### config.mk
export PLATFORM = sky130hd
export DESIGN_NAME = seq_det_ctrl
export DESIGN_NICKNAME = d
export VERILOG_FILES = /design/src/rtl/seq_det_ctrl.sv
export SDC_FILE = /design/constraint.sdc
export NUM_CORES = 1
export LEC_CHECK = 0
export BUFFER_PORTS_ARGS = -buffer_cell sky130_fd_sc_hd__buf_2
export CAP_MARGIN = 20
export CORE_ASPECT_RATIO = 1.2
export CORE_MARGIN = 4
export CORE_UTILIZATION = 30
export DETAILED_ROUTE_END_ITERATION = 6
export GPL_TIMING_DRIVEN = 0
export PLACE_DENSITY = 0.43
export SLEW_MARGIN = 20
export SYNTH_ARGS = -nofsm -noshare
export SYNTH_HDL_FRONTEND = slang
export SYNTH_SLANG_ARGS = --single-unit
### constraint.sdc
create_clock -name clk -period 6.04 [get_ports clk]
set_input_delay 0.302 -clock clk [delete_from_list [all_inputs] [get_ports clk]]
set_output_delay 0.302 -clock clk [all_outputs]
set_load 0.005 [all_outputs]
### src/rtl/seq_det_ctrl.sv
// seq_det_ctrl: run-control block for the serial pattern detector.
// Holds a programmable pattern of 1..MAX_LEN bits and arms on start. It then
// scans a serial bit stream for a fixed window of valid bits, or until stop,
// and counts overlapping matches.
//
// Ports:
//   clk, rst           rising-edge clock, synchronous active-high reset
//   cfg_we             latch cfg_pattern/cfg_len/cfg_window (IDLE only)
//   cfg_pattern        pattern; bit [len-1] received first, bit 0 last
//   cfg_len            pattern length, clamped to 1..MAX_LEN
//   cfg_window         valid bits to scan per run; 0 = run until stop
//   start              begin a run (IDLE only)
//   stop               abort the run (RUN only); a bit in that cycle is dropped
//   in, in_valid       serial data and its qualifier, sampled in RUN
//   det                one-cycle pulse per match
//   busy               high in RUN
//   done               one-cycle pulse when a run completes
//   match_count        matches in the current or last run (saturating)
//   overflow           sticky; a match arrived while match_count was saturated
module seq_det_ctrl #(
  parameter  int MAX_LEN = 8,
  parameter  int CNT_W   = 8,
  parameter  int WIN_W   = 8,
  localparam int LEN_W   = $clog2(MAX_LEN + 1)
) (
  input  logic               clk,
  input  logic               rst,
  input  logic               cfg_we,
  input  logic [MAX_LEN-1:0] cfg_pattern,
  input  logic [LEN_W-1:0]   cfg_len,
  input  logic [WIN_W-1:0]   cfg_window,
  input  logic               start,
  input  logic               stop,
  input  logic               in,
  input  logic               in_valid,
  output logic               det,
  output logic               busy,
  output logic               done,
  output logic [CNT_W-1:0]   match_count,
  output logic               overflow
);

  typedef enum logic [1:0] {IDLE, RUN, DONE} state_t;

  state_t             state_q, state_n;
  logic [MAX_LEN-1:0] pat_q, hist_q, hist_n, mask;
  logic [LEN_W-1:0]   len_q, len_c, fill_q, fill_n;
  logic [WIN_W-1:0]   win_q, bits_q, bits_n;
  logic [CNT_W-1:0]   cnt_q;
  logic               ovf_q, det_q;
  logic               take_bit, match;

  always_comb begin
    len_c = cfg_len;
    if (cfg_len == '0)
      len_c = LEN_W'(1);
    else if (cfg_len > LEN_W'(MAX_LEN))
      len_c = LEN_W'(MAX_LEN);
  end

  // Mask selects the low len bits of history/pattern for comparison.
  always_comb begin
    mask = '0;
    for (int unsigned i = 0; i < MAX_LEN; i++)
      mask[i] = (i < 32'(len_q));
  end

  always_comb begin
    take_bit = (state_q == RUN) && in_valid && !stop;
    hist_n   = {hist_q[MAX_LEN-2:0], in};
    fill_n   = (fill_q == LEN_W'(MAX_LEN)) ? fill_q : fill_q + LEN_W'(1);
    bits_n   = bits_q + WIN_W'(1);
    match    = take_bit && (fill_n >= len_q) && (((hist_n ^ pat_q) & mask) == '0);

    state_n = state_q;
    unique case (state_q)
      IDLE: if (start) state_n = RUN;
      RUN: begin
        if (stop)
          state_n = DONE;
        else if (take_bit && (win_q != '0) && (bits_n == win_q))
          state_n = DONE;
      end
      DONE:    state_n = IDLE;
      default: state_n = IDLE;
    endcase
  end

  always_ff @(posedge clk) begin
    if (rst) state_q <= IDLE;
    else     state_q <= state_n;
  end

  always_ff @(posedge clk) begin
    if (rst) begin
      pat_q  <= '0;
      len_q  <= LEN_W'(1);
      win_q  <= '0;
      hist_q <= '0;
      fill_q <= '0;
      bits_q <= '0;
      cnt_q  <= '0;
      ovf_q  <= 1'b0;
      det_q  <= 1'b0;
    end else begin
      det_q <= match;
      if (state_q == IDLE && cfg_we) begin
        pat_q <= cfg_pattern;
        len_q <= len_c;
        win_q <= cfg_window;
      end
      if (state_q == IDLE && start) begin
        hist_q <= '0;
        fill_q <= '0;
        bits_q <= '0;
        cnt_q  <= '0;
        ovf_q  <= 1'b0;
      end
      if (take_bit) begin
        hist_q <= hist_n;
        fill_q <= fill_n;
        bits_q <= bits_n;
        if (match) begin
          if (cnt_q == '1) ovf_q <= 1'b1;
          else             cnt_q <= cnt_q + CNT_W'(1);
        end
      end
    end
  end

  assign det         = det_q;
  assign busy        = (state_q == RUN);
  assign done        = (state_q == DONE);
  assign match_count = cnt_q;
  assign overflow    = ovf_q;

endmodule

==> flow_summary.yaml, run 1 <==
status:
  status: "finished, final reports clean"
power_and_ir_drop:
  p_leak_uw: 0.001140
  comb_power_share: 0.131
  p_clk_frac: 0.355
  p_per_area_mw_per_mm2: 223.6
  seq_power_share: 0.515
  switchingPower_uw: 190.6
  power_uw: 693.4
  peakVddDrop_v: 0.00009234
  cellInternalPower_uw: 502.8
  p_sw_frac: 0.2748
floorplan:
  die_y_um: 111.0
  start_util: 0.3079
  die-area_mm2: 0.01041
  core-area_mm2: 0.008611
  io_pins: 39
  die_w_um: 93.82
  rows: 37
worst_setup_path:
  critPathMaxFanout: 7
  crit_path_end_kind: "flip-flop"
  critPathLaunchType: "flip-flop"
  cp.arrival_ns: 2.83
  critPathKind: "reg -> reg"
  worstPathRequired_ns: 6.25
synthesis:
  synth_cell_types: 48
  avgSynthCellArea_um2: 7.798
  syn-cell-area_mm2: 0.002651
  ys_seq_area_frac: 0.3851
  synth_ff_type: "dfxtp_1"
  synth-edff-count: 0
  syn_nets: 375
  synth_cells: 340
  synthArstFlopShare: 0
  yosysWarnings: 0
  ys_seq_elements: 51
timing:
  fin_crit_sh: 0.4337
  hold_viol_final: 0
  fin_crit_ns: 2.619
  rsz0062_at_grt: "no"
  setup_violations: 0
  slew_viol_final: 0
  worst_slew_pin_slew_ns: 0.7425
  tns_ns: 0
  slew_headroom: 0.5017
  clock-skew-final_ns: 0.01054
  maxClockFrequency_mhz: 381.8
route:
  viasPerCell: 4.861
  wl_per_cell_um: 14.49
  first_pass_iters: 4
  ant_nets: 0
  routed_wl_um: 7289
  drc_errors: 0
  drt-initial-drc-count: 83
  vias: 2445
cts:
  cts.repair.resized: 0
  clock_latency_ns: 0.31
  cts_setup_buffers: 0
  cts_buffers: 5
  h-tree-depth: 2
  holdBufCountCts: 0
  cts_root_buf: "clkbuf_8"
  cts_tree: "yes"
  clock-sinks: 51
  clk_pin_slew_ns: 0.10
  cts_buffer_depth: 2
finish:
  final_common_cell: "nand2_1"
  fin_nets: 420
  drive_gt1_frac: 0.1477
  syn_to_final_growth_pct: 16.94
  mostFrequentLayoutCells: "nand2_1 (64), dfxtp_1 (51), a21oi_1 (47)"
  fillCellCount: 955
  antenna-diode-count: 0
global_route:
  grt_pass1_wl_um: 11790
  grt_usage: 0.1424
  grt_pass1_vias: 2353
  grt_max_degree: 17
  overflow: 0
  antenna_found_initial: 0
placement:
  portBuffers: 38
  routabilityCongestion: 0.8397
  place_hpwl_um: 5416
job:
  cap_viol_max_count: 0
hold_path:
  min_path_type: "in -> reg"
routing by layer:
layer | track usage | part of all wire | up-vias
met5 | 0 | 0 | -
met4 | 0.04143 | 0.014 | 0
met2 | 0.2416 | 0.49 | 41
met1 | 0.1842 | 0.47 | 1117
met3 | 0.02172 | 0.022 | 9
li1 | - | - | 1278
per-stage QoR:
step / cell area [µm²] / worst slack, ns / instances / hold slack [ns] / util
4_1_cts: 3100 / 3.395 / 503 / 0.2061 / 0.3601
6_report: 3100 / 3.421 / 503 / 0.2177 / 0.3601
2_1_floorplan: 2651 / 3.799 / 340 / 0.4136 / -
5_1_grt: 3100 / 3.153 / 503 / 0.2146 / 0.3601
3_5_place_dp: 2988 / 3.450 / 495 / 0.4542 / 0.3470
3_3_place_gp: 2988 / 3.446 / 495 / 0.4561 / 0.3470
flip-flops by register name, summed over array words and instances (netlist names):
register / count
match_count: 8
det: 1
pat_q: 8
win_q: 8
overflow: 1
state_q: 2
len_q: 4
bits_q: 8
fill_q: 4
hist_q: 7
cells by family (layout without fill, tap and decap cells):
kind of cell	count (synthesis)	after routing	share of synthesized area
mux	1	1	0.004247
fa+ha+maj	8	8	0.03776
buf+inv	26	72	0.03823
flops	51	51	0.3851
compound gates	81	81	0.1836
simple gates	151	151	0.2784
xor+xnor	22	22	0.07267
cells in the mapped netlist, types with 2 or more instances:
cell       instances  area share
or3_1              2      0.0047
nor4_1             2      0.0047
inv_1              8       0.011
nand2_1           64       0.091
buf_1              4      0.0057
or2_2              2      0.0047
o21ai_0            9       0.017
nand4b_1           2      0.0066
ha_1               8       0.038
nand2b_1           4      0.0094
nand3_1           27       0.051
and2_1             2      0.0047
xor2_1             6       0.020
a211o_1            2      0.0066
nor3_1            11       0.021
o211ai_1           7       0.020
dfxtp_1           51        0.39
clkbuf_1          13       0.018
a21oi_1           47       0.089
nor2_1            18       0.025
nand3b_1           2      0.0057
a31oi_1            2      0.0047
o2111ai_1          3      0.0099
and3_1             5       0.012
xnor2_1           16       0.053
layout make-up:
type,count,area [µm²],area share
inverter,8,30.03,0.009685
clock inverter,3,43.79,0.01412
multi-input combinational,263,1529,0.4931
timing repair buffer,38,190.2,0.06134
clock buffer,5,68.82,0.02220
buffer,18,71.32,0.02300
sequential,51,1021,0.3293
tap,117,146.4,0.04722
power by group through the flow:
stage          Combinational (µW)  Clock (µW)  Sequential (µW)
2_1_floorplan                58.7           0              362
3_3_place_gp                 91.8           0              365
3_5_place_dp                 92.1           0              365
4_1_cts                      92.5         253              357
5_1_grt                       103         265              359
6_report                     90.6         246              357
path summary, 6_finish.rpt:
path | start | to | slack (ns) | cells past startpoint
worst max register to register | fill_q[0] | match_count[3] | 3.42 | 13
worst min-delay path | cfg_pattern[6] | pat_q[6] | 0.22 | 3
worst max-delay path | fill_q[0] | match_count[3] | 3.42 | 13
worst min register to register | overflow | overflow | 0.47 | 2
critical path: stages (launching register included):
cell      delay [ns]
dfxtp_1         0.35
inv_1           0.11
ha_1            0.16
nand2_1         0.05
nor2_1          0.23
xnor2_1         0.14
ha_1            0.29
nand2b_1        0.10
a211oi_1        0.06
o21bai_1        0.27
and4_1          0.23
buf_4           0.17
nand2_4         0.07
o311ai_1        0.30
(Power assumes the default switching activity.)
==> inputs of run 2 (changes only) <==
- PLACE_DENSITY: 0.43 -> 0.45
- clock period: 6.04 -> 2.2 ns (I/O delays scaled with it)
==> flow_summary.yaml, run 2 (synthesized netlist as in run 1, its figures left out) <==
power_and_ir_drop:
  peakVddDrop_v: 0.0001874
  p_per_area_mw_per_mm2: 549.4
  p_leak_uw: 0.001180
worst_setup_path:
  cpPeakStageDelay_ns: 0.34
  critPathLaunchType: "flip-flop"
  worstPathRequired_ns: 2.38
  critPathBufInv: 2
  cp.arrival_ns: 2.43
  critPathTopFamily: "simple AND/OR/NAND/NOR gates"
  critPathKind: "reg -> reg"
  path_cells: "inv_2 > ha_4 > nand2_2 > nor2_4 > xnor2_2 > ha_1 > nand2b_4 > a211oi_4 > o21bai_4 > and4_1 > buf_6 > nand2_4 > o211ai_1"
  cp_slowest_cell: "dfxtp_2"
  crit_path_end_kind: "flip-flop"
  critPathMaxFanout: 7
timing:
  worst_slew_pin_slew_ns: 0.7532
  hold_viol_final: 0
  setup_violations: 5
  tns_ns: -0.1922
  slew_headroom: 0.4945
  maxClockFrequency_mhz: 444.3
  clock-skew-final_ns: 0.01353
  fin_ws_ns: -0.05050
  fin_crit_sh: 1.023
  slew_viol_final: 0
  rsz0062_at_grt: "yes"
  fin_crit_ns: 2.250
finish:
  drive_gt1_frac: 0.2046
  fin_nets: 425
  multi_input_area_mm2: 0.001660
  mostFrequentLayoutCells: "nand2_1 (63), dfxtp_1 (49), a21oi_1 (46)"
  syn_to_final_growth_pct: 22.65
  final_common_cell: "nand2_1"
  fillCellCount: 980
  seq_area_mm2: 0.001023
  final_util: 0.3777
  antenna-diode-count: 0
floorplan:
  die-area_mm2: 0.01041
  core-area_mm2: 0.008611
  die_y_um: 111.0
  die_w_um: 93.82
  start_util: 0.3079
  rows: 37
  io_pins: 39
route:
  vias: 2483
  first_pass_iters: 4
  wl_per_cell_um: 14.51
  drt-initial-drc-count: 126
  routed_wl_um: 7372
  ant_nets: 0
  drc_errors: 0
  viasPerCell: 4.888
job:
  cap_viol_max_count: 0
global_route:
  grt_usage: 0.1472
  grt_pass1_wl_um: 12230
  grt_pass1_vias: 2443
  grt_max_degree: 15
  overflow: 0
  antenna_found_initial: 0
cts:
  cts_buffers: 5
  cts_buffer_depth: 2
  h-tree-depth: 2
  clock_latency_ns: 0.31
  cts_tree: "yes"
  clk_pin_slew_ns: 0.10
  cts_root_buf: "clkbuf_8"
  clock-sinks: 51
hold_path:
  min_path_type: "in -> reg"
placement:
  routabilityCongestion: 0.7887
  portBuffers: 38
  place_hpwl_um: 5341
status:
  status: "complete, but fails checks"
  violations: "setup timing"
-- run 2: path summary, 6_finish.rpt --
kind / startpoint / to / slack [ns] / depth (start not counted)
worst min-delay path: cfg_len[3] / len_q[0] / 0.03 / 2
worst max register to register: fill_q[0] / match_count[7] / -0.05 / 13
worst min register to register: pat_q[2] / pat_q[2] / 0.47 / 2
worst max-delay path: fill_q[0] / match_count[7] / -0.05 / 13
-- run 2: routing by layer --
layer / GRT usage / up-vias / routed length, µm
li1: - / 1286 / -
met1: 0.1949 / 1143 / 3415
met2: 0.2468 / 50 / 3589
met3: 0.02308 / 4 / 294
met4: 0.03757 / 0 / 73
met5: 0 / - / 0
-- run 2: worst reg2reg max path, stage by stage, from the launching register on --
cell      delay, ns
dfxtp_2        0.34
inv_2          0.07
ha_4           0.13
nand2_2        0.06
nor2_4         0.14
xnor2_2        0.13
ha_1           0.24
nand2b_4       0.15
a211oi_4       0.25
o21bai_4       0.10
and4_1         0.17
buf_6          0.14
nand2_4        0.09
o211ai_1       0.11
-- run 2: final cells by class --
type                       count  share of cell area
sequential                    51              0.3147
inverter                       8            0.009234
timing repair buffer          43             0.07234
clock inverter                 1            0.001539
buffer                        18             0.02309
tap                          117             0.04502
multi-input combinational    263              0.5106
clock buffer                   7             0.02347
-- run 2: repair_timing --
action	CTS	global route
buffers inserted	5	0
hold buffers	0	0
pin swaps	14	11
endpoints found under the setup margin	10	10
cloned	0	0
resized for setup	16	14
-- run 2: power breakdown --
part / internal (µW) / total, µW / leakage, µW / switching [µW]
registers: 952 / 979 / 0.000415 / 27.6
clock network: 224 / 538 / 0.0000422 / 314
logic: 101 / 269 / 0.000723 / 168
total: 1280 / 1790 / 0.00118 / 510
-- run 2: metrics by stage --
| step | cell area, µm² | power, µW | hold slack (ns) | instances | setup slack, ns |
|---|---|---|---|---|---|
| detailed placement | 2990 | 1252 | 0.3542 | 495 | -0.2935 |
| global route | 3252 | 1880 | 0.03238 | 508 | -0.1478 |
| CTS | 3181 | 1805 | 0.01921 | 508 | -0.1114 |
| finish | 3252 | 1787 | 0.02822 | 508 | -0.05050 |
| floorplan | 2654 | 1155 | 0.2216 | 340 | 0.01318 |
| global placement | 2990 | 1252 | 0.3513 | 495 | -0.2899 |
